===== src/rtl/iot_bus_mux_if.sv =====
// IOT bus bundle between the CPU, the IOT multiplexer and its device channels.
// master = CPU/device side, slave = multiplexer side.
interface iot_bus_mux_if #(
    parameter int NDEV = 4
);
    logic [4:0]         state;
    logic [0:11]        instruction;
    logic [11:0]        ac;
    logic [NDEV*12-1:0] dev_in_bus;
    logic [NDEV-1:0]    dev_skip;
    logic [NDEV-1:0]    dev_wait;
    logic [NDEV-1:0]    iot_strobe;
    logic [2:0]         io_op;
    logic               io_stall;
    logic [11:0]        in_bus;
    logic               skip;
    logic [11:0]        bus_display;
    logic               timeout_err;

    modport master (
        output state, instruction, ac,
        output dev_in_bus, dev_skip, dev_wait,
        input  iot_strobe, io_op, io_stall,
        input  in_bus, skip, bus_display, timeout_err
    );

    modport slave (
        input  state, instruction, ac,
        input  dev_in_bus, dev_skip, dev_wait,
        output iot_strobe, io_op, io_stall,
        output in_bus, skip, bus_display, timeout_err
    );
endinterface


===== src/rtl/iot_bus_mux.sv =====
// IOT multiplexer: decodes the device field, strobes one channel,
// stretches F2 while the device waits and registers its reply.
module iot_bus_mux #(
    parameter int                NDEV       = 4,
    parameter logic [NDEV*6-1:0] DEV_CODES  = {6'o74, 6'o04, 6'o03, 6'o00},
    parameter logic [NDEV*8-1:0] DEV_RDMASK = {8'h60, 8'h00, 8'h54, 8'h10},
    parameter int                TIMEOUT    = 64,
    parameter logic [4:0]        F1         = 5'd1,
    parameter logic [4:0]        F2         = 5'd2,
    parameter logic [4:0]        F3         = 5'd3
) (
    input  logic         clk,
    input  logic         reset,
    iot_bus_mux_if.slave bus
);
    localparam int CNT_W = $clog2(TIMEOUT);
    localparam int SEL_W = (NDEV > 1) ? $clog2(NDEV) : 1;
    localparam logic [CNT_W-1:0] CNT_LAST = CNT_W'(TIMEOUT - 1);

    typedef enum logic [1:0] {
        S_IDLE, S_SEL, S_WAIT, S_DONE
    } fsm_e;

    fsm_e             fsm_q, fsm_d;
    logic [SEL_W-1:0] sel_q, sel_d;
    logic [2:0]       op_q, op_d;
    logic [11:0]      ac_q, ac_d;
    logic [CNT_W-1:0] cnt_q, cnt_d;
    logic [11:0]      in_bus_q, in_bus_d;
    logic             skip_q, skip_d;
    logic [11:0]      disp_q, disp_d;
    logic             terr_q, terr_d;

    logic             f1, f2, f3, is_iot, hit, strobe_on;
    logic [SEL_W-1:0] hit_idx;
    logic [11:0]      sel_data;
    logic             sel_skip, sel_wait;
    logic [7:0]       sel_mask;
    logic [NDEV-1:0]  sel_hot;

    assign f1     = bus.state == F1;
    assign f2     = bus.state == F2;
    assign f3     = bus.state == F3;
    assign is_iot = bus.instruction[0:2] == 3'o6;

    // descending scan so the lowest matching channel is the last writer
    always_comb begin
        hit     = 1'b0;
        hit_idx = '0;
        for (int k = NDEV - 1; k >= 0; k--) begin
            if (bus.instruction[3:8] == DEV_CODES[6*k +: 6]) begin
                hit     = 1'b1;
                hit_idx = SEL_W'(k);
            end
        end
    end

    always_comb begin
        sel_data = '0;
        sel_skip = 1'b0;
        sel_wait = 1'b0;
        sel_mask = '0;
        sel_hot  = '0;
        for (int k = 0; k < NDEV; k++) begin
            if (sel_q == SEL_W'(k)) begin
                sel_data   = bus.dev_in_bus[12*k +: 12];
                sel_skip   = bus.dev_skip[k];
                sel_wait   = bus.dev_wait[k];
                sel_mask   = DEV_RDMASK[8*k +: 8];
                sel_hot[k] = 1'b1;
            end
        end
    end

    always_comb begin
        fsm_d    = fsm_q;
        sel_d    = sel_q;
        op_d     = op_q;
        ac_d     = ac_q;
        cnt_d    = cnt_q;
        in_bus_d = in_bus_q;
        skip_d   = skip_q;
        disp_d   = disp_q;
        terr_d   = terr_q;
        if (fsm_q != S_IDLE && f1) begin
            // CPU started a new cycle under us
            fsm_d    = S_IDLE;
            in_bus_d = '0;
            skip_d   = 1'b0;
            terr_d   = 1'b1;
        end else begin
            unique case (fsm_q)
                S_IDLE: begin
                    in_bus_d = '0;
                    skip_d   = 1'b0;
                    if (f1 && is_iot && hit) begin
                        fsm_d = S_SEL;
                        sel_d = hit_idx;
                        op_d  = bus.instruction[9:11];
                    end
                end
                S_SEL: begin
                    if (f2) begin
                        ac_d  = bus.ac;
                        cnt_d = '0;
                        if (sel_wait) begin
                            fsm_d = S_WAIT;
                        end else begin
                            fsm_d    = S_DONE;
                            in_bus_d = sel_data;
                            skip_d   = sel_skip;
                        end
                    end
                end
                S_WAIT: begin
                    cnt_d = cnt_q + 1'b1;
                    if (!sel_wait) begin
                        fsm_d    = S_DONE;
                        in_bus_d = sel_data;
                        skip_d   = sel_skip;
                    end else if (cnt_q == CNT_LAST) begin
                        fsm_d    = S_DONE;
                        in_bus_d = '0;
                        skip_d   = 1'b0;
                        terr_d   = 1'b1;
                    end
                end
                S_DONE: begin
                    if (f3) begin
                        disp_d = sel_mask[op_q] ? in_bus_q : ac_q;
                        fsm_d  = S_IDLE;
                    end
                end
                default: fsm_d = S_IDLE;
            endcase
        end
    end

    always_ff @(posedge clk or negedge reset) begin
        if (!reset) begin
            fsm_q    <= S_IDLE;
            sel_q    <= '0;
            op_q     <= '0;
            ac_q     <= '0;
            cnt_q    <= '0;
            in_bus_q <= '0;
            skip_q   <= 1'b0;
            disp_q   <= '0;
            terr_q   <= 1'b0;
        end else begin
            fsm_q    <= fsm_d;
            sel_q    <= sel_d;
            op_q     <= op_d;
            ac_q     <= ac_d;
            cnt_q    <= cnt_d;
            in_bus_q <= in_bus_d;
            skip_q   <= skip_d;
            disp_q   <= disp_d;
            terr_q   <= terr_d;
        end
    end

    assign strobe_on       = (fsm_q == S_SEL) && f2;
    assign bus.iot_strobe  = strobe_on ? sel_hot : '0;
    assign bus.io_op       = strobe_on ? op_q : 3'b000;
    assign bus.io_stall    = fsm_q == S_WAIT;
    assign bus.in_bus      = in_bus_q;
    assign bus.skip        = skip_q;
    assign bus.bus_display = disp_q;
    assign bus.timeout_err = terr_q;
endmodule


===== src/flat_wrapper.sv =====
// flat-port wrapper written by rule: the top's interface ports become plain ports
module iot_bus_mux_flat 
#(
    parameter int                NDEV       = 4,
    parameter logic [NDEV*6-1:0] DEV_CODES  = {6'o74, 6'o04, 6'o03, 6'o00},
    parameter logic [NDEV*8-1:0] DEV_RDMASK = {8'h60, 8'h00, 8'h54, 8'h10},
    parameter int                TIMEOUT    = 64,
    parameter logic [4:0]        F1         = 5'd1,
    parameter logic [4:0]        F2         = 5'd2,
    parameter logic [4:0]        F3         = 5'd3
)
  (clk, reset, bus_state, bus_instruction, bus_ac, bus_dev_in_bus, bus_dev_skip, bus_dev_wait, bus_iot_strobe, bus_io_op, bus_io_stall, bus_in_bus, bus_skip, bus_bus_display, bus_timeout_err);
  iot_bus_mux_if #(.NDEV(NDEV)) bus_i ();
  input  logic clk;
  input  logic reset;
  input wire logic [$bits(bus_i.state)-1:0] bus_state;
  input wire logic [$bits(bus_i.instruction)-1:0] bus_instruction;
  input wire logic [$bits(bus_i.ac)-1:0] bus_ac;
  input wire logic [$bits(bus_i.dev_in_bus)-1:0] bus_dev_in_bus;
  input wire logic [$bits(bus_i.dev_skip)-1:0] bus_dev_skip;
  input wire logic [$bits(bus_i.dev_wait)-1:0] bus_dev_wait;
  output wire logic [$bits(bus_i.iot_strobe)-1:0] bus_iot_strobe;
  output wire logic [$bits(bus_i.io_op)-1:0] bus_io_op;
  output wire logic [$bits(bus_i.io_stall)-1:0] bus_io_stall;
  output wire logic [$bits(bus_i.in_bus)-1:0] bus_in_bus;
  output wire logic [$bits(bus_i.skip)-1:0] bus_skip;
  output wire logic [$bits(bus_i.bus_display)-1:0] bus_bus_display;
  output wire logic [$bits(bus_i.timeout_err)-1:0] bus_timeout_err;
  assign bus_i.state = bus_state;
  assign bus_i.instruction = bus_instruction;
  assign bus_i.ac = bus_ac;
  assign bus_i.dev_in_bus = bus_dev_in_bus;
  assign bus_i.dev_skip = bus_dev_skip;
  assign bus_i.dev_wait = bus_dev_wait;
  assign bus_iot_strobe = bus_i.iot_strobe;
  assign bus_io_op = bus_i.io_op;
  assign bus_io_stall = bus_i.io_stall;
  assign bus_in_bus = bus_i.in_bus;
  assign bus_skip = bus_i.skip;
  assign bus_bus_display = bus_i.bus_display;
  assign bus_timeout_err = bus_i.timeout_err;
  iot_bus_mux #(.NDEV(NDEV), .DEV_CODES(DEV_CODES), .DEV_RDMASK(DEV_RDMASK), .TIMEOUT(TIMEOUT), .F1(F1), .F2(F2), .F3(F3)) u_core (.clk(clk), .reset(reset), .bus(bus_i));
endmodule

===== config.mk =====
export PLATFORM = sky130hd
export DESIGN_NAME = iot_bus_mux_flat
export DESIGN_NICKNAME = d
export VERILOG_FILES = /design/src/rtl/iot_bus_mux_if.sv /design/src/rtl/iot_bus_mux.sv /design/src/flat_wrapper.sv
export SDC_FILE = /design/constraint.sdc
export NUM_CORES = 1
export LEC_CHECK = 0
export BUFFER_PORTS_ARGS = -buffer_cell sky130_fd_sc_hd__buf_2
export CELL_PAD_IN_SITES_DETAIL_PLACEMENT = 0
export CELL_PAD_IN_SITES_GLOBAL_PLACEMENT = 1
export CORE_ASPECT_RATIO = 1.1
export CORE_MARGIN = 4
export CORE_UTILIZATION = 40
export CTS_BUF_LIST = sky130_fd_sc_hd__clkbuf_8
export CTS_CLUSTER_SIZE = 8
export DETAILED_ROUTE_END_ITERATION = 16
export GPL_ROUTABILITY_DRIVEN = 1
export GPL_TIMING_DRIVEN = 0
export PLACE_DENSITY_LB_ADDON = 0.1
export SLEW_MARGIN = 20
export SYNTH_ARGS = -nofsm -noshare
export SYNTH_HDL_FRONTEND = slang
export SYNTH_SLANG_ARGS = --single-unit
export TNS_END_PERCENT = 50

===== constraint.sdc =====
create_clock -name clk -period 4 [get_ports clk]
set_input_delay 1.2 -clock clk [delete_from_list [all_inputs] [get_ports clk]]
set_output_delay 1.2 -clock clk [all_outputs]
set_load 0.05 [all_outputs]

== Word level (Yosys, flattened, before mapping) ==
Index checks and enable logic that the tools add are counted.

* Register bits after elaboration: 51
* Latch bits: 0
* Memory bits (writable): 0
* Memory bits (read-only): 0
* Bits of input ports: 87
* Logic and storage cells: 111
* Memories kept: 0

* Add/subtract/negate cells: 1
* $mul: 0
* Div/mod/pow operators: 0
* Order comparisons: 1
* Equal/unequal tests: 20
* Shifts and indexed selects: 0
* Mux-type cells: 59
* Bitwise gates (word level): 1
* Reductions and logical operators: 20

{| class="wikitable"
|+ Operators with widths
! cell !! count
|-
| $mux 12 || 10
|-
| $pmux 12 s3 || 1
|-
| $mux 1 || 27
|-
| $mux 7 || 3
|-
| $mux 2 || 10
|-
| $reduce_and 3->1 || 5
|-
| $eq 6x6->1 const B || 2
|-
| $pmux 6 s2 || 1
|-
| $eq 5x2->1 const B || 2
|-
| $reduce_bool 2->1 || 5
|-
| $ne 3x1->1 const B || 3
|-
| $eq 2x2->1 const B || 4
|-
| $pmux 2 s4 || 1
|-
| $reduce_and 4->1 || 2
|-
| $add 6x1->6 const B || 1
|-
| $eq 6x2->1 const B || 1
|-
| $eq 6x3->1 const B || 1
|-
| $logic_not 6->1 || 1
|-
| $mux 6 || 1
|-
| $eq 5x1->1 const B || 1
|-
| $mux 5 || 1
|-
| $eq 2x1->1 const B || 2
|-
| $logic_and 1x1->1 || 4
|-
| $logic_not 2->1 || 2
|-
| 11 further kinds || 11
|}

== Depth between registers and ports, before layout ==
Gate-level depths: netlist of the first run.

* Depth in word-level cells: 9
* Mapped depth: 9
* Gate-level depth less buffers: 7

== Least setup slack after synthesis of the first run ==
OpenSTA, ideal clock, no wires.

* Path type: input to output
* From: input port bus_state[3]
* To: output port bus_iot_strobe[0]
* Data arrival time: 2.980 ns
* Data required time: 2.800 ns
* Slack: -0.180 ns
* Stages: 4
* Buffers on the path: 1
* Cell sequence: nor3_2 -> nand3_1 -> clkbuf_1 -> nor3_1

* Longest elaborated chain between the ends: 3

{| class="wikitable"
|+ RTL lines
! item !! RTL line !! source
|-
| start, declared || flat_wrapper.sv:16 || <nowiki>input wire logic [$bits(bus_i.state)-1:0] bus_state;</nowiki>
|-
| $eq 5x2->1 || iot_bus_mux.sv:42 || <nowiki>assign f2 = bus.state == F2;</nowiki>
|-
| $logic_and 1x1->1 || iot_bus_mux.sv:163 || <nowiki>assign strobe_on = (fsm_q == S_SEL) && f2;</nowiki>
|-
| $mux 4 || iot_bus_mux.sv:164 || <nowiki>assign bus.iot_strobe = strobe_on ? sel_hot : '0;</nowiki>
|-
| end, declared || flat_wrapper.sv:22 || <nowiki>output wire logic [$bits(bus_i.iot_strobe)-1:0] bus_iot_strobe;</nowiki>
|}

Every way passes these cells.

== Worst setup path in the final report of the first run ==
* From: input port bus_state[3]
* To: output port bus_iot_strobe[2]

Same word-level chain as after synthesis.

==> results of run 1 <==
cells in the mapped netlist, drive strengths merged (4+ instances only):
cell,count
o21ai,17
mux2i,17
xor2,4
nor2b,17
dfrtp,51
mux2,18
and3,6
nor3,4
mux4,14
buf,7
inv,5
nand2,60
nor2,8
ha,6
nand3,7
clkbuf,8
kinds of logic (layout without fill, tap and decap cells):
family / Yosys count / after routing
multiplexers: 49 / 49
flip-flops: 51 / 51
AO/OA/AOI/OAI: 28 / 28
AND/OR/NAND/NOR: 119 / 119
buffers and inverters: 20 / 147
XOR/XNOR: 5 / 5
adder cells (fa/ha/maj): 6 / 6
sequential cells by signal, indices dropped and copies added, names as in the netlist:
name / cells
u_core.ac_q: 12
u_core.fsm_q: 2
u_core.bus.in_bus: 12
u_core.bus.timeout_err: 1
u_core.bus.skip: 1
u_core.sel_q: 2
u_core.bus.bus_display: 12
u_core.op_q: 3
u_core.cnt_q: 6
layout by cell type (no fill, tap or decap), types with 2 or more instances in the layout:
cell / netlist / final
sky130_fd_sc_hd__mux4_2: 14 / 14
sky130_fd_sc_hd__nor2_1: 8 / 8
sky130_fd_sc_hd__nor2b_1: 17 / 17
sky130_fd_sc_hd__mux2_2: 8 / 8
sky130_fd_sc_hd__xor2_1: 4 / 4
sky130_fd_sc_hd__o21ai_0: 17 / 17
sky130_fd_sc_hd__ha_1: 6 / 6
sky130_fd_sc_hd__nand4_1: 3 / 3
sky130_fd_sc_hd__o22ai_1: 2 / 2
sky130_fd_sc_hd__a21oi_1: 2 / 2
sky130_fd_sc_hd__nand2b_1: 2 / 2
sky130_fd_sc_hd__mux2_4: 10 / 10
sky130_fd_sc_hd__and3_1: 6 / 6
sky130_fd_sc_hd__and2_1: 3 / 3
sky130_fd_sc_hd__nor3_1: 3 / 3
sky130_fd_sc_hd__clkbuf_8: 0 / 6
sky130_fd_sc_hd__buf_2: 5 / 124
sky130_fd_sc_hd__mux2i_1: 17 / 17
sky130_fd_sc_hd__nand2_1: 60 / 60
sky130_fd_sc_hd__nor4_1: 2 / 2
sky130_fd_sc_hd__and3b_1: 3 / 3
sky130_fd_sc_hd__nand3_1: 7 / 6
sky130_fd_sc_hd__inv_1: 5 / 5
sky130_fd_sc_hd__clkbuf_1: 8 / 6
sky130_fd_sc_hd__dfrtp_1: 51 / 51
final timing paths:
path,endpoint,slack [ps],depth (start not counted)
worst max-delay path,bus_iot_strobe[2],240,6
worst min register to register,u_core.bus.bus_display[4],480,2
worst max register to register,u_core.bus.in_bus[10],1440,8
min in group asynchronous,u_core.ac_q[10],920,1
max in group asynchronous,u_core.sel_q[0],2640,1
worst min-delay path,u_core.bus.bus_display[4],480,2
repair_timing:
item	in CTS	in global routing
buffers inserted	0	0
gates resized for setup	1	2
hold endpoints to repair	0	0
setup endpoints to repair	2	4
metrics by stage:
stage          cell area, sq um  setup TNS [ps]    util  setup WS, ps  power [W]
6_report                   3804               0  0.5337         235.9   0.001897
5_1_grt                    3804               0  0.5337         86.22   0.002027
4_1_cts                    3796               0  0.5327         40.04   0.001920
3_5_place_dp               3696          -71.09  0.5186        -38.39   0.001593
3_3_place_gp               3694          -77.76  0.5183        -42.22   0.001570
2_1_floorplan              2987          -360.4       -        -180.2   0.001376
worst max-delay path, stage by stage:
cell,delay (ps)
sky130_fd_sc_hd__buf_2,120
sky130_fd_sc_hd__nor3_4,270
sky130_fd_sc_hd__nand3_2,220
sky130_fd_sc_hd__clkbuf_2,290
sky130_fd_sc_hd__nor3_1,160
sky130_fd_sc_hd__buf_2,290
layout make-up:
class	instances	share of cell area
Multi-Input combinational cell	207	0.4263
Clock inverter	2	0.004276
Inverter	5	0.004934
Timing Repair Buffer	120	0.1586
Tap cell	85	0.02796
Sequential cell	51	0.3355
Clock buffer	6	0.02171
Buffer	14	0.02072
routing by layer:
layer / GRT usage / part of all wire
met3: 0.03359 / 0.050
met2: 0.3282 / 0.52
met4: 0.03887 / 0.0089
met5: 0 / 0
met1: 0.2190 / 0.42
power by group through the flow:
stage	Clock, W	Sequential, W	Combinational [W]
6_report	0.000322	0.000710	0.000865
2_1_floorplan	0	0.000850	0.000525
4_1_cts	0.000335	0.000711	0.000874
5_1_grt	0.000353	0.000728	0.000946
3_5_place_dp	0	0.000722	0.000871
3_3_place_gp	0	0.000715	0.000856
==> results_tabular.tex, run 1 <==
\begin{tabular}{lr}
\hline
Metric & Value \\
\hline
\multicolumn{2}{l}{\textbf{Run status}} \\
Run status & completed \\
\multicolumn{2}{l}{\textbf{Finish}} \\
FF/Latch Area & 1276 sq um \\
Net count, final & 497 \\
Antenna fix cells & 0 \\
Total area of multi-input combinational cells & 1622 sq um \\
Share of cells above drive strength 1 & 0.4247 \\
Synth-to-Final Area Change & 27.36\% \\
Number of fill cells & 700 \\
Count of non-filler cells in the finished layout & 490 \\
\multicolumn{2}{l}{\textbf{Worst setup path}} \\
Arrival time at the worst endpoint & 2560 ps \\
Worst reg2reg path startpoint & u\_core.fsm\_q[0] \\
Crit-path max FO & 10 \\
Path type of the worst setup path & in -> out \\
Launch point of the worst path & bus\_state[3] \\
Endpoint required time on the critical path & 2800 ps \\
Endpoint kind of the worst setup timing path & primary output \\
Startpoint type of the worst setup path & primary input \\
\multicolumn{2}{l}{\textbf{Timing}} \\
RSZ-0062 raised after global routing & no \\
Clock Skews & 4.250 ps \\
Remaining max-slew budget at the tightest pin & 0.5549 \\
Transition time at the pin with the least slew margin & 667.6 ps \\
Tightest hold margin & 480.5 ps \\
Minimum period implied by the final worst setup slack & 3764 ps \\
Fin crit share & 0.9410 \\
Maximum clock rate & 0.2657 GHz \\
Number of failing hold endpoints at the final stage & 0 \\
\# setup viols final & 0 \\
Max Transition Viols Final & 0 \\
\multicolumn{2}{l}{\textbf{Die}} \\
Horizontal die dimension & 90.39 um \\
Initial Utilization & 0.4191 \\
Die outline height & 98.63 um \\
Number of cell rows & 32 \\
Die area & 8914 sq um \\
Core outline area & 7127 sq um \\
I/O pin count & 121 \\
\multicolumn{2}{l}{\textbf{Clock tree}} \\
Clock tree root buffer cell & sky130\_fd\_sc\_hd\_\_clkbuf\_8 \\
Clock buffer count from CTS & 5 \\
Reg clk slew, reported paths & 100 ps \\
Worst-Skew Late Latency & 310 ps \\
Hold Buf Count CTS & 0 \\
TritonCTS clock tree & built \\
Depth of the CTS H-tree & 2 \\
Number of sinks handled by clock tree synthesis & 51 \\
Maximum buffer depth of the clock tree & 2 \\
\multicolumn{2}{l}{\textbf{Routing}} \\
Wire length per cell after detailed routing & 15.84 um \\
Detail-routed via count per cell & 5.092 \\
Count of antenna-violating nets left after detailed routing & 0 \\
Residual DRC count & 0 \\
Violation count after the first detailed-routing iteration & 51 \\
Via count & 2495 \\
Aggregate routed wire length & 7761 um \\
Router iterations before antenna repair & 4 \\
\multicolumn{2}{l}{\textbf{Placed design}} \\
Routability congestion estimate from global placement & 0.7677 \\
Post-DP HPWL & 6281 um \\
Cells after DPL & 483 \\
I/O Buffers & 120 \\
\multicolumn{2}{l}{\textbf{Yosys}} \\
Per-instance average area after synthesis & 10.74 sq um \\
Cells after synthesis & 278 \\
Cell type with the largest total area after synthesis & sky130\_fd\_sc\_hd\_\_dfrtp\_1 \\
Most used flip-flop cell after synthesis & sky130\_fd\_sc\_hd\_\_dfrtp\_1 \\
Sequential element share of the synthesized area & 0.4273 \\
Total number of yosys warnings & 0 \\
Multiplexer fraction of the synthesized cell area & 0.2430 \\
Post-synth top area share & 0.4273 \\
Area share of xor/xnor cells in the synthesized design & 0.01466 \\
Yosys cell types & 39 \\
Flip-flop and latch count after synthesis & 51 \\
Post-Synth Adder-Cell Area & 0.02514 \\
Area fraction in compound gates after synthesis & 0.06200 \\
Main combinational cell family by area after synthesis & multiplexers \\
Cell types occupying the most area after synthesis & sky130\_fd\_sc\_hd\_\_dfrtp\_1 (43\%), sky130\_fd\_sc\_hd\_\_mux4\_2 (11\%), sky130\_fd\_sc\_hd\_\_nand2\_1 (7.5\%), sky130\_fd\_sc\_hd\_\_mux2i\_1 (5.7\%), sky130\_fd\_sc\_hd\_\_mux2\_4 (5.0\%) \\
Netlist Area Pre-Place & 2987 sq um \\
Total nets after synthesis & 371 \\
Number of synthesized flops with an enable pin & 0 \\
Simple-gate area share of the yosys netlist & 0.1944 \\
Fraction of registers with async set or reset after synthesis & 1.000 \\
\multicolumn{2}{l}{\textbf{Hold path}} \\
Worst Hold Launch & u\_core.bus.bus\_display[4] \\
Path type of the worst min-delay path & reg -> reg \\
\multicolumn{2}{l}{\textbf{Job}} \\
Number of maximum-capacitance constraint violations & 0 \\
\multicolumn{2}{l}{\textbf{Power}} \\
Peak supply drop & 0.0002561 V \\
Switching power of the nets & 0.0007641 W \\
Part of the power in registers & 0.374 \\
Internal power component & 0.001133 W \\
Leakage power figure & 2.046 nW \\
Net Sw Frac & 0.4029 \\
Power density normalized to cell area & 498.7 nW/um\^{}2 \\
Logic gate share of total power & 0.456 \\
Share of total power in the clock network & 0.170 \\
\multicolumn{2}{l}{\textbf{Global route}} \\
Vias in the first global route & 2589 \\
Maximum number of pins on one net before global-route repair & 52 \\
Overflow left after global routing & 0 \\
Wire length of the first global-routing pass & 12880 um \\
Initial antenna violation count & 0 \\
Overall global routing resource usage & 0.1790 \\
\hline
\end{tabular}
Note: power is estimated with default switching activity, not from simulation.
==> run 2: changes to the inputs <==
--- a/config.mk
+++ b/config.mk
@@ -6,7 +6,7 @@
 export NUM_CORES = 1
 export LEC_CHECK = 0
 export BUFFER_PORTS_ARGS = -buffer_cell sky130_fd_sc_hd__buf_2
-export CELL_PAD_IN_SITES_DETAIL_PLACEMENT = 0
+export CELL_PAD_IN_SITES_DETAIL_PLACEMENT = 1
 export CELL_PAD_IN_SITES_GLOBAL_PLACEMENT = 1
 export CORE_ASPECT_RATIO = 1.1
 export CORE_MARGIN = 4
==> constraint.sdc (replaced) <==
create_clock -name clk -period 4 [get_ports clk]
set_input_delay 1.2 -clock clk [delete_from_list [all_inputs] [get_ports clk]]
set_output_delay 1.2 -clock clk [all_outputs]
set_load 0.1 [all_outputs]
==> run 2 against run 1 <==
  * First-iteration DRC count decreased by 12%
  * Die area unchanged
  * Fmax decreased by 1.7%
  * Routed wire length grew 10%
  * Clock skew up 4.3 ps
  * Critical endpoint is now bus_iot_strobe[0]
  * Clock power increased by 19%
  * Register-to-register slack barely moved
==> results_tabular.tex, run 2 (synthesis gave the netlist of run 1 again) <==
\begin{tabular}{lr}
\hline
Metric & Value \\
\hline
\multicolumn{2}{l}{\textbf{Timing}} \\
Clock Skews & 8.558 ps (+4.308 ps) \\
Number of failing hold endpoints at the final stage & 0 (unchanged) \\
Transition time at the pin with the least slew margin & 659.8 ps (-7.763 ps) \\
Minimum period implied by the final worst setup slack & 3829 ps (+64.99 ps) \\
RSZ-0062 raised after global routing & no \\
Max Transition Viols Final & 0 (unchanged) \\
Maximum clock rate & 0.2612 GHz (-1.7\%) \\
Sum Neg Setup Slack & 0 ps (unchanged) \\
Minimum setup slack in the final design & 170.9 ps (-64.99 ps) \\
Tightest hold margin & 482.3 ps (+1.790 ps) \\
\# setup viols final & 0 (unchanged) \\
Remaining max-slew budget at the tightest pin & 0.5601 (+0.005176) \\
Fin crit share & 0.9573 (+0.01625) \\
\multicolumn{2}{l}{\textbf{Finish}} \\
Summed area of non-filler cells in the final layout & 3850 sq um (+1.2\%) \\
Commonest non-fill, non-tap cells in the layout & sky130\_fd\_sc\_hd\_\_buf\_2 (117), sky130\_fd\_sc\_hd\_\_nand2\_1 (60), sky130\_fd\_sc\_hd\_\_dfrtp\_1 (51) \\
Share of cells above drive strength 1 & 0.4321 (+0.007407) \\
Most frequent standard cell in the layout excluding fill and tap cells & sky130\_fd\_sc\_hd\_\_buf\_2 \\
Antenna fix cells & 0 (unchanged) \\
Net count, final & 497 (unchanged) \\
Synth-to-Final Area Change & 28.91\% \\
Number of fill cells & 871 (+24\%) \\
\multicolumn{2}{l}{\textbf{Clock tree}} \\
Buffers inserted by post-CTS timing repair & 0 (unchanged) \\
Depth of the CTS H-tree & 2 (unchanged) \\
Worst-Skew Late Latency & 310 ps (about the same) \\
Clock buffer count from CTS & 5 (unchanged) \\
Number of sinks handled by clock tree synthesis & 51 (unchanged) \\
Reg clk slew, reported paths & 100 ps (about the same) \\
Maximum buffer depth of the clock tree & 2 (unchanged) \\
Clock tree root buffer cell & sky130\_fd\_sc\_hd\_\_clkbuf\_8 \\
TritonCTS clock tree & built \\
\multicolumn{2}{l}{\textbf{Worst setup path}} \\
Endpoint kind of the worst setup timing path & primary output \\
Path type of the worst setup path & in -> out \\
Arrival time at the worst endpoint & 2630 ps (+70 ps) \\
Startpoint type of the worst setup path & primary input \\
Endpoint required time on the critical path & 2800 ps (about the same) \\
Crit-path max FO & 10 (unchanged) \\
\multicolumn{2}{l}{\textbf{Placed design}} \\
Instance area at placement & 3709 sq um (+0.34\%) \\
Post-DP HPWL & 6926 um (+10\%) \\
Routability congestion estimate from global placement & 0.8295 (+8.1\%) \\
I/O Buffers & 120 (unchanged) \\
Setup slack after placement & -240.2 ps (-201.8 ps) \\
\multicolumn{2}{l}{\textbf{Die}} \\
Die outline height & 98.63 um (unchanged) \\
Horizontal die dimension & 90.39 um (unchanged) \\
Initial Utilization & 0.4191 (unchanged) \\
Die area & 8914 sq um (unchanged) \\
Number of cell rows & 32 (unchanged) \\
I/O pin count & 121 (unchanged) \\
Core outline area & 7127 sq um (unchanged) \\
\multicolumn{2}{l}{\textbf{Routing}} \\
Detail-routed via count per cell & 5.165 (+1.4\%) \\
Violation count after the first detailed-routing iteration & 45 (-12\%) \\
Router iterations before antenna repair & 4 (unchanged) \\
Aggregate routed wire length & 8555 um (+10\%) \\
Count of antenna-violating nets left after detailed routing & 0 (unchanged) \\
Via count & 2531 (+1.4\%) \\
Residual DRC count & 0 (unchanged) \\
Wire length per cell after detailed routing & 17.46 um (+10\%) \\
\multicolumn{2}{l}{\textbf{Global route}} \\
Wire length of the first global-routing pass & 14100 um (+9.5\%) \\
Initial antenna violation count & 0 (unchanged) \\
Maximum number of pins on one net before global-route repair & 52 (unchanged) \\
Overall global routing resource usage & 0.1962 (+0.01724) \\
Vias in the first global route & 2849 (+10\%) \\
Overflow left after global routing & 0 (unchanged) \\
\multicolumn{2}{l}{\textbf{Power}} \\
Leakage power figure & 2.057 nW (+0.55\%) \\
Peak supply drop & 0.0003119 V (+22\%) \\
Power density normalized to cell area & 557.6 nW/um\^{}2 (+12\%) \\
\multicolumn{2}{l}{\textbf{Job}} \\
Number of maximum-capacitance constraint violations & 0 (unchanged) \\
\multicolumn{2}{l}{\textbf{Hold path}} \\
Path type of the worst min-delay path & reg -> reg \\
\multicolumn{2}{l}{\textbf{Run status}} \\
Run status & completed \\
\hline
\end{tabular}
==> run 2: cell types whose count changed in the layout (fill, tap and decap cells not counted) <==
cell	previous run	this run
sky130_fd_sc_hd__buf_4	1	8
sky130_fd_sc_hd__nor3_1	3	1
sky130_fd_sc_hd__nor3_2	0	2
sky130_fd_sc_hd__buf_2	124	117
sky130_fd_sc_hd__clkinv_4	1	0
sky130_fd_sc_hd__nor2_1	8	7
sky130_fd_sc_hd__clkbuf_8	6	5
sky130_fd_sc_hd__bufinv_16	0	1
sky130_fd_sc_hd__nor2_2	0	1
sky130_fd_sc_hd__inv_6	0	1
==> run 2: area by class of cell <==
type	instances	area, sq um	area share
clock buffers	5	68.82	0.01787
repair buffers	120	620.6	0.1612
inverters	5	18.77	0.004875
flip-flops and latches	51	1276	0.3315
plain buffers	14	78.83	0.02047
multi-input cells	207	1634	0.4244
well taps	85	106.4	0.02762
clock inverters	3	46.29	0.01202
==> run 2: worst max-delay path, stage by stage <==
cell and delay (ps):
sky130_fd_sc_hd__buf_2 120, sky130_fd_sc_hd__nor3_4 280, sky130_fd_sc_hd__nand3_2 240, sky130_fd_sc_hd__clkbuf_2 310, sky130_fd_sc_hd__nor3_2 160, sky130_fd_sc_hd__buf_4 310
==> run 2: metrics by stage <==
step	util	total power [W]	std cells
final	0.5402	0.002147	490
after global routing	0.5402	0.002273	490
after CTS	0.5399	0.002165	491
after detailed placement	0.5204	0.001779	483
after global placement	0.5200	0.001749	483
after floorplan	-	0.001557	278
==> run 2: path summary, 6_finish.rpt <==
kind	start	to	slack (ps)	cells past startpoint
worst max-delay path	bus_state[3]	bus_iot_strobe[0]	170	6
worst min-delay path	u_core.bus.timeout_err	u_core.bus.timeout_err	480	1
worst max register to register	u_core.fsm_q[0]	u_core.bus.in_bus[9]	1450	8
worst min register to register	u_core.bus.timeout_err	u_core.bus.timeout_err	480	1
max in group asynchronous	reset	u_core.cnt_q[5]	2650	1
min in group asynchronous	reset	u_core.ac_q[10]	910	1
==> run 2: repair_timing <==
action                                  CTS  global route
hold buffers                              0             0
gates resized for setup                   9             1
endpoints found under the setup margin    7             6
==> run 2: power breakdown <==
part / switching (W) / internal [W]
Sequential: 0.0000765 / 0.000633
Combinational: 0.000698 / 0.000357
Clock: 0.000194 / 0.000189
Total: 0.000968 / 0.00118
==> run 2: routing by layer <==
layer	up-vias	global-route usage	share of wire
li1	1229	-	-
met1	1226	0.2322	0.41
met2	65	0.3678	0.53
met3	11	0.03511	0.045
met4	0	0.04829	0.015
met5	-	0	0
==> run 3: changes to the inputs <==
--- a/config.mk
+++ b/config.mk
@@ -5,12 +5,13 @@
 export SDC_FILE = /design/constraint.sdc
 export NUM_CORES = 1
 export LEC_CHECK = 0
+export ABC_AREA = 1
 export BUFFER_PORTS_ARGS = -buffer_cell sky130_fd_sc_hd__buf_2
 export CELL_PAD_IN_SITES_DETAIL_PLACEMENT = 1
 export CELL_PAD_IN_SITES_GLOBAL_PLACEMENT = 1
 export CORE_ASPECT_RATIO = 1.1
 export CORE_MARGIN = 4
-export CORE_UTILIZATION = 40
+export CORE_UTILIZATION = 37
 export CTS_BUF_LIST = sky130_fd_sc_hd__clkbuf_8
 export CTS_CLUSTER_SIZE = 8
 export DETAILED_ROUTE_END_ITERATION = 16
==> run 3 against run 2 <==
  * Critical path depth increased by 1
  * Cell count is 40% higher
  * Clock power down 19%
  * Setup slack worse by 19 ps
  * Fmax down 0.48%
  * Clock skew about the same
  * Non-clock buffer count unchanged
  * Critical path type unchanged
  * Largest power group unchanged
==> results_tabular.tex, run 3 <==
\begin{tabular}{lr}
\hline
Metric & Value \\
\hline
\multicolumn{2}{l}{\textbf{Worst setup path}} \\
Endpoint required time on the critical path & 2800 ps (about the same) \\
CP max-delay cell & sky130\_fd\_sc\_hd\_\_clkbuf\_4 \\
Sequence of cells on the critical path & buf\_2 -> nor2\_2 -> inv\_1 -> nor3\_2 -> nand2\_1 -> nor2\_1 -> clkbuf\_4 \\
Worst r2r path cells & 11 (+3) \\
Endpoint kind of the worst setup timing path & primary output \\
Startpoint type of the worst setup path & primary input \\
Arrival time at the worst endpoint & 2650 ps (+20 ps) \\
Path type of the worst setup path & in -> out \\
Longest individual stage delay on the worst path & 360 ps (+50 ps) \\
Crit-path max FO & 10 (unchanged) \\
\multicolumn{2}{l}{\textbf{Finish}} \\
Most frequent standard cell in the layout excluding fill and tap cells & sky130\_fd\_sc\_hd\_\_nand2\_1 \\
Core occupancy in the finished layout & 0.4909 (-0.04928) \\
Antenna fix cells & 0 (unchanged) \\
Synth-to-Final Area Change & 27.77\% \\
Net count, final & 672 (+35\%) \\
Total area of multi-input combinational cells & 1503 sq um (-8.0\%) \\
Summed area of non-filler cells in the final layout & 3926 sq um (+2.0\%) \\
FF/Latch Area & 1276 sq um (unchanged) \\
Commonest non-fill, non-tap cells in the layout & sky130\_fd\_sc\_hd\_\_nand2\_1 (164), sky130\_fd\_sc\_hd\_\_buf\_2 (118), sky130\_fd\_sc\_hd\_\_inv\_1 (57), sky130\_fd\_sc\_hd\_\_o21ai\_0 (57), sky130\_fd\_sc\_hd\_\_dfrtp\_1 (51) \\
Share of cells above drive strength 1 & 0.2586 (-0.1735) \\
Number of fill cells & 1117 (+28\%) \\
\multicolumn{2}{l}{\textbf{Global route}} \\
Initial antenna violation count & 0 (unchanged) \\
Wire length of the first global-routing pass & 15780 um (+12\%) \\
Vias in the first global route & 3418 (+20\%) \\
Overall global routing resource usage & 0.1956 (-0.0006415) \\
Maximum number of pins on one net before global-route repair & 52 (unchanged) \\
Overflow left after global routing & 0 (unchanged) \\
\multicolumn{2}{l}{\textbf{Timing}} \\
\# setup viols final & 0 (unchanged) \\
Remaining max-slew budget at the tightest pin & 0.5585 (-0.001581) \\
Transition time at the pin with the least slew margin & 662.2 ps (+2.371 ps) \\
Maximum clock rate & 0.2599 GHz (-0.48\%) \\
Number of failing hold endpoints at the final stage & 0 (unchanged) \\
Sum Neg Setup Slack & 0 ps (unchanged) \\
Max Transition Viols Final & 0 (unchanged) \\
Fin crit share & 0.9619 (+0.004628) \\
Minimum period implied by the final worst setup slack & 3848 ps (+18.51 ps) \\
Clock Skews & 8.994 ps (+0.4358 ps) \\
\multicolumn{2}{l}{\textbf{Routing}} \\
Via count & 3181 (+26\%) \\
Residual DRC count & 0 (unchanged) \\
Violation count after the first detailed-routing iteration & 50 (+11\%) \\
Wire length per cell after detailed routing & 13.49 um (-23\%) \\
Router iterations before antenna repair & 4 (unchanged) \\
Aggregate routed wire length & 9284 um (+8.5\%) \\
Count of antenna-violating nets left after detailed routing & 0 (unchanged) \\
Detail-routed via count per cell & 4.624 (-10\%) \\
\multicolumn{2}{l}{\textbf{Yosys}} \\
Top cells by count, synth & sky130\_fd\_sc\_hd\_\_nand2\_1 (164), sky130\_fd\_sc\_hd\_\_inv\_1 (57), sky130\_fd\_sc\_hd\_\_o21ai\_0 (57) \\
Netlist Area Pre-Place & 3073 sq um (+2.9\%) \\
Fraction of registers with async set or reset after synthesis & 1.000 (unchanged) \\
Cell types occupying the most area after synthesis & sky130\_fd\_sc\_hd\_\_dfrtp\_1 (42\%), sky130\_fd\_sc\_hd\_\_nand2\_1 (20\%), sky130\_fd\_sc\_hd\_\_o21ai\_0 (9.3\%), sky130\_fd\_sc\_hd\_\_inv\_1 (7.0\%), sky130\_fd\_sc\_hd\_\_nor2\_1 (5.1\%) \\
Most used flip-flop cell after synthesis & sky130\_fd\_sc\_hd\_\_dfrtp\_1 \\
Total number of yosys warnings & 0 (unchanged) \\
Post-synth top area share & 0.4153 (-0.01201) \\
Cells after synthesis & 452 (+63\%) \\
Flip-flop and latch count after synthesis & 51 (unchanged) \\
Sequential element share of the synthesized area & 0.4153 (-0.01201) \\
Total nets after synthesis & 545 (+47\%) \\
Per-instance average area after synthesis & 6.799 sq um (-37\%) \\
Cell type with the largest total area after synthesis & sky130\_fd\_sc\_hd\_\_dfrtp\_1 \\
Top-count cell post-synth & sky130\_fd\_sc\_hd\_\_nand2\_1 \\
Yosys cell types & 30 (-23\%) \\
Number of synthesized flops with an enable pin & 0 (unchanged) \\
\multicolumn{2}{l}{\textbf{Power}} \\
Internal power component & 0.001164 W (-1.2\%) \\
Peak supply drop & 0.0002373 V (-24\%) \\
Power density normalized to cell area & 706.2 nW/um\^{}2 (+27\%) \\
Share of total power in the clock network & 0.112 (-0.066) \\
Switching power of the nets & 0.001609 W (+66\%) \\
Net Sw Frac & 0.5802 (+0.1293) \\
Leakage power figure & 2.191 nW (+6.5\%) \\
Part of the power in registers & 0.292 (-0.038) \\
Logic gate share of total power & 0.596 (+0.104) \\
\multicolumn{2}{l}{\textbf{Placed design}} \\
I/O Buffers & 120 (unchanged) \\
Instance area at placement & 3816 sq um (+2.9\%) \\
Post-DP HPWL & 7567 um (+9.3\%) \\
Routability congestion estimate from global placement & 0.8251 (-0.53\%) \\
\multicolumn{2}{l}{\textbf{Hold path}} \\
Path type of the worst min-delay path & reg -> reg \\
Number of cells traversed by the worst hold path & 2 (+1) \\
\multicolumn{2}{l}{\textbf{Clock tree}} \\
Post-CTS sizing & 0 (-9) \\
Number of sinks handled by clock tree synthesis & 51 (unchanged) \\
Worst-Skew Late Latency & 310 ps (about the same) \\
Depth of the CTS H-tree & 2 (unchanged) \\
Clock tree root buffer cell & sky130\_fd\_sc\_hd\_\_clkbuf\_8 \\
Hold Buf Count CTS & 0 (unchanged) \\
Reg clk slew, reported paths & 100 ps (about the same) \\
Buffers inserted by post-CTS timing repair & 0 (unchanged) \\
TritonCTS clock tree & built \\
Clock buffer count from CTS & 5 (unchanged) \\
Maximum buffer depth of the clock tree & 2 (unchanged) \\
\multicolumn{2}{l}{\textbf{Die}} \\
Number of cell rows & 34 (+6.3\%) \\
I/O pin count & 121 (unchanged) \\
Core outline area & 7998 sq um (+12\%) \\
Initial Utilization & 0.3842 (-0.03484) \\
Die area & 9829 sq um (+10\%) \\
Horizontal die dimension & 94.89 um (+5.0\%) \\
Die outline height & 103.6 um (+5.0\%) \\
\multicolumn{2}{l}{\textbf{Run status}} \\
Run status & completed \\
\multicolumn{2}{l}{\textbf{Job}} \\
Number of maximum-capacitance constraint violations & 0 (unchanged) \\
\hline
\end{tabular}
[run 3: cell types whose count changed after synthesis, moves of 10 or more]
cell / change
sky130_fd_sc_hd__nor2b_1: -17
sky130_fd_sc_hd__nor2_1: +34
sky130_fd_sc_hd__mux4_2: -14
sky130_fd_sc_hd__o21ai_0: +40
sky130_fd_sc_hd__mux2_4: -10
sky130_fd_sc_hd__nand3_1: +24
sky130_fd_sc_hd__mux2i_1: -17
sky130_fd_sc_hd__inv_1: +52
sky130_fd_sc_hd__nand2_1: +104
[run 3: layout make-up]
class,instances,area share
buffer,14,0.01912
clock buffer,5,0.01753
clock inverter,3,0.006055
inverter,59,0.05704
multi-input combinational,328,0.3827
sequential,51,0.3250
tap,108,0.03442
timing repair buffer,120,0.1581
[run 3: cell families (layout without fill, tap and decap cells)]
group                    after synthesis  in the layout  share of synthesized area
AO/OA/AOI/OAI                         64             64                     0.1083
AND/OR/NAND/NOR                      255            255                     0.3461
XOR/XNOR                               3              3                   0.008552
adder cells (fa/ha/maj)                6              6                    0.02443
buffers and inverters                 73            201                    0.09731
flip-flops                            51             51                     0.4153
[run 3: layer usage]
metal | vias up | wire (um) | GRT usage
met5 | - | 0 | 0
met4 | 0 | 98 | 0.05052
met3 | 7 | 564 | 0.04351
met2 | 96 | 4394 | 0.3194
met1 | 1416 | 4227 | 0.2600
li1 | 1662 | - | -
[run 3: final timing paths]
check	slack (ps)	start	endpoint
min	480	u_core.bus.bus_display[6]	u_core.bus.bus_display[6]
max	150	bus_state[3]	bus_io_op[0]
min reg2reg	480	u_core.bus.bus_display[6]	u_core.bus.bus_display[6]
max in group asynchronous	2640	reset	u_core.bus.bus_display[11]
min in group asynchronous	910	reset	u_core.cnt_q[4]
max reg2reg	1900	u_core.fsm_q[0]	u_core.bus.in_bus[10]
[run 3: worst max-delay path: cells and delay by family]
| kind | cells | cell delay (ps) |
|---|---|---|
| buffers and inverters | 3 | 540 |
| and+or+nand+nor | 4 | 890 |
[run 3: power groups by stage]
stage          registers, W  logic [W]  clock network, W
3_3_place_gp       0.000816    0.00163                 0
4_1_cts            0.000813    0.00167          0.000322
6_report           0.000810    0.00165          0.000310
2_1_floorplan       0.00156   0.000584                 0
3_5_place_dp       0.000822    0.00166                 0
5_1_grt            0.000831    0.00178          0.000342
[run 3: metrics by stage]
| stage | hold slack, ps | total power, W | setup WS [ps] | std cells |
|---|---|---|---|---|
| after floorplan | 473.6 | 0.002140 | -248.1 | 452 |
| after global placement | 457.4 | 0.002446 | 77.71 | 680 |
| after detailed placement | 465.5 | 0.002486 | 76.02 | 680 |
| after CTS | 491.2 | 0.002807 | 71.36 | 688 |
| after global routing | 522.4 | 0.002957 | -22.33 | 688 |
| final | 483.3 | 0.002773 | 152.4 | 688 |
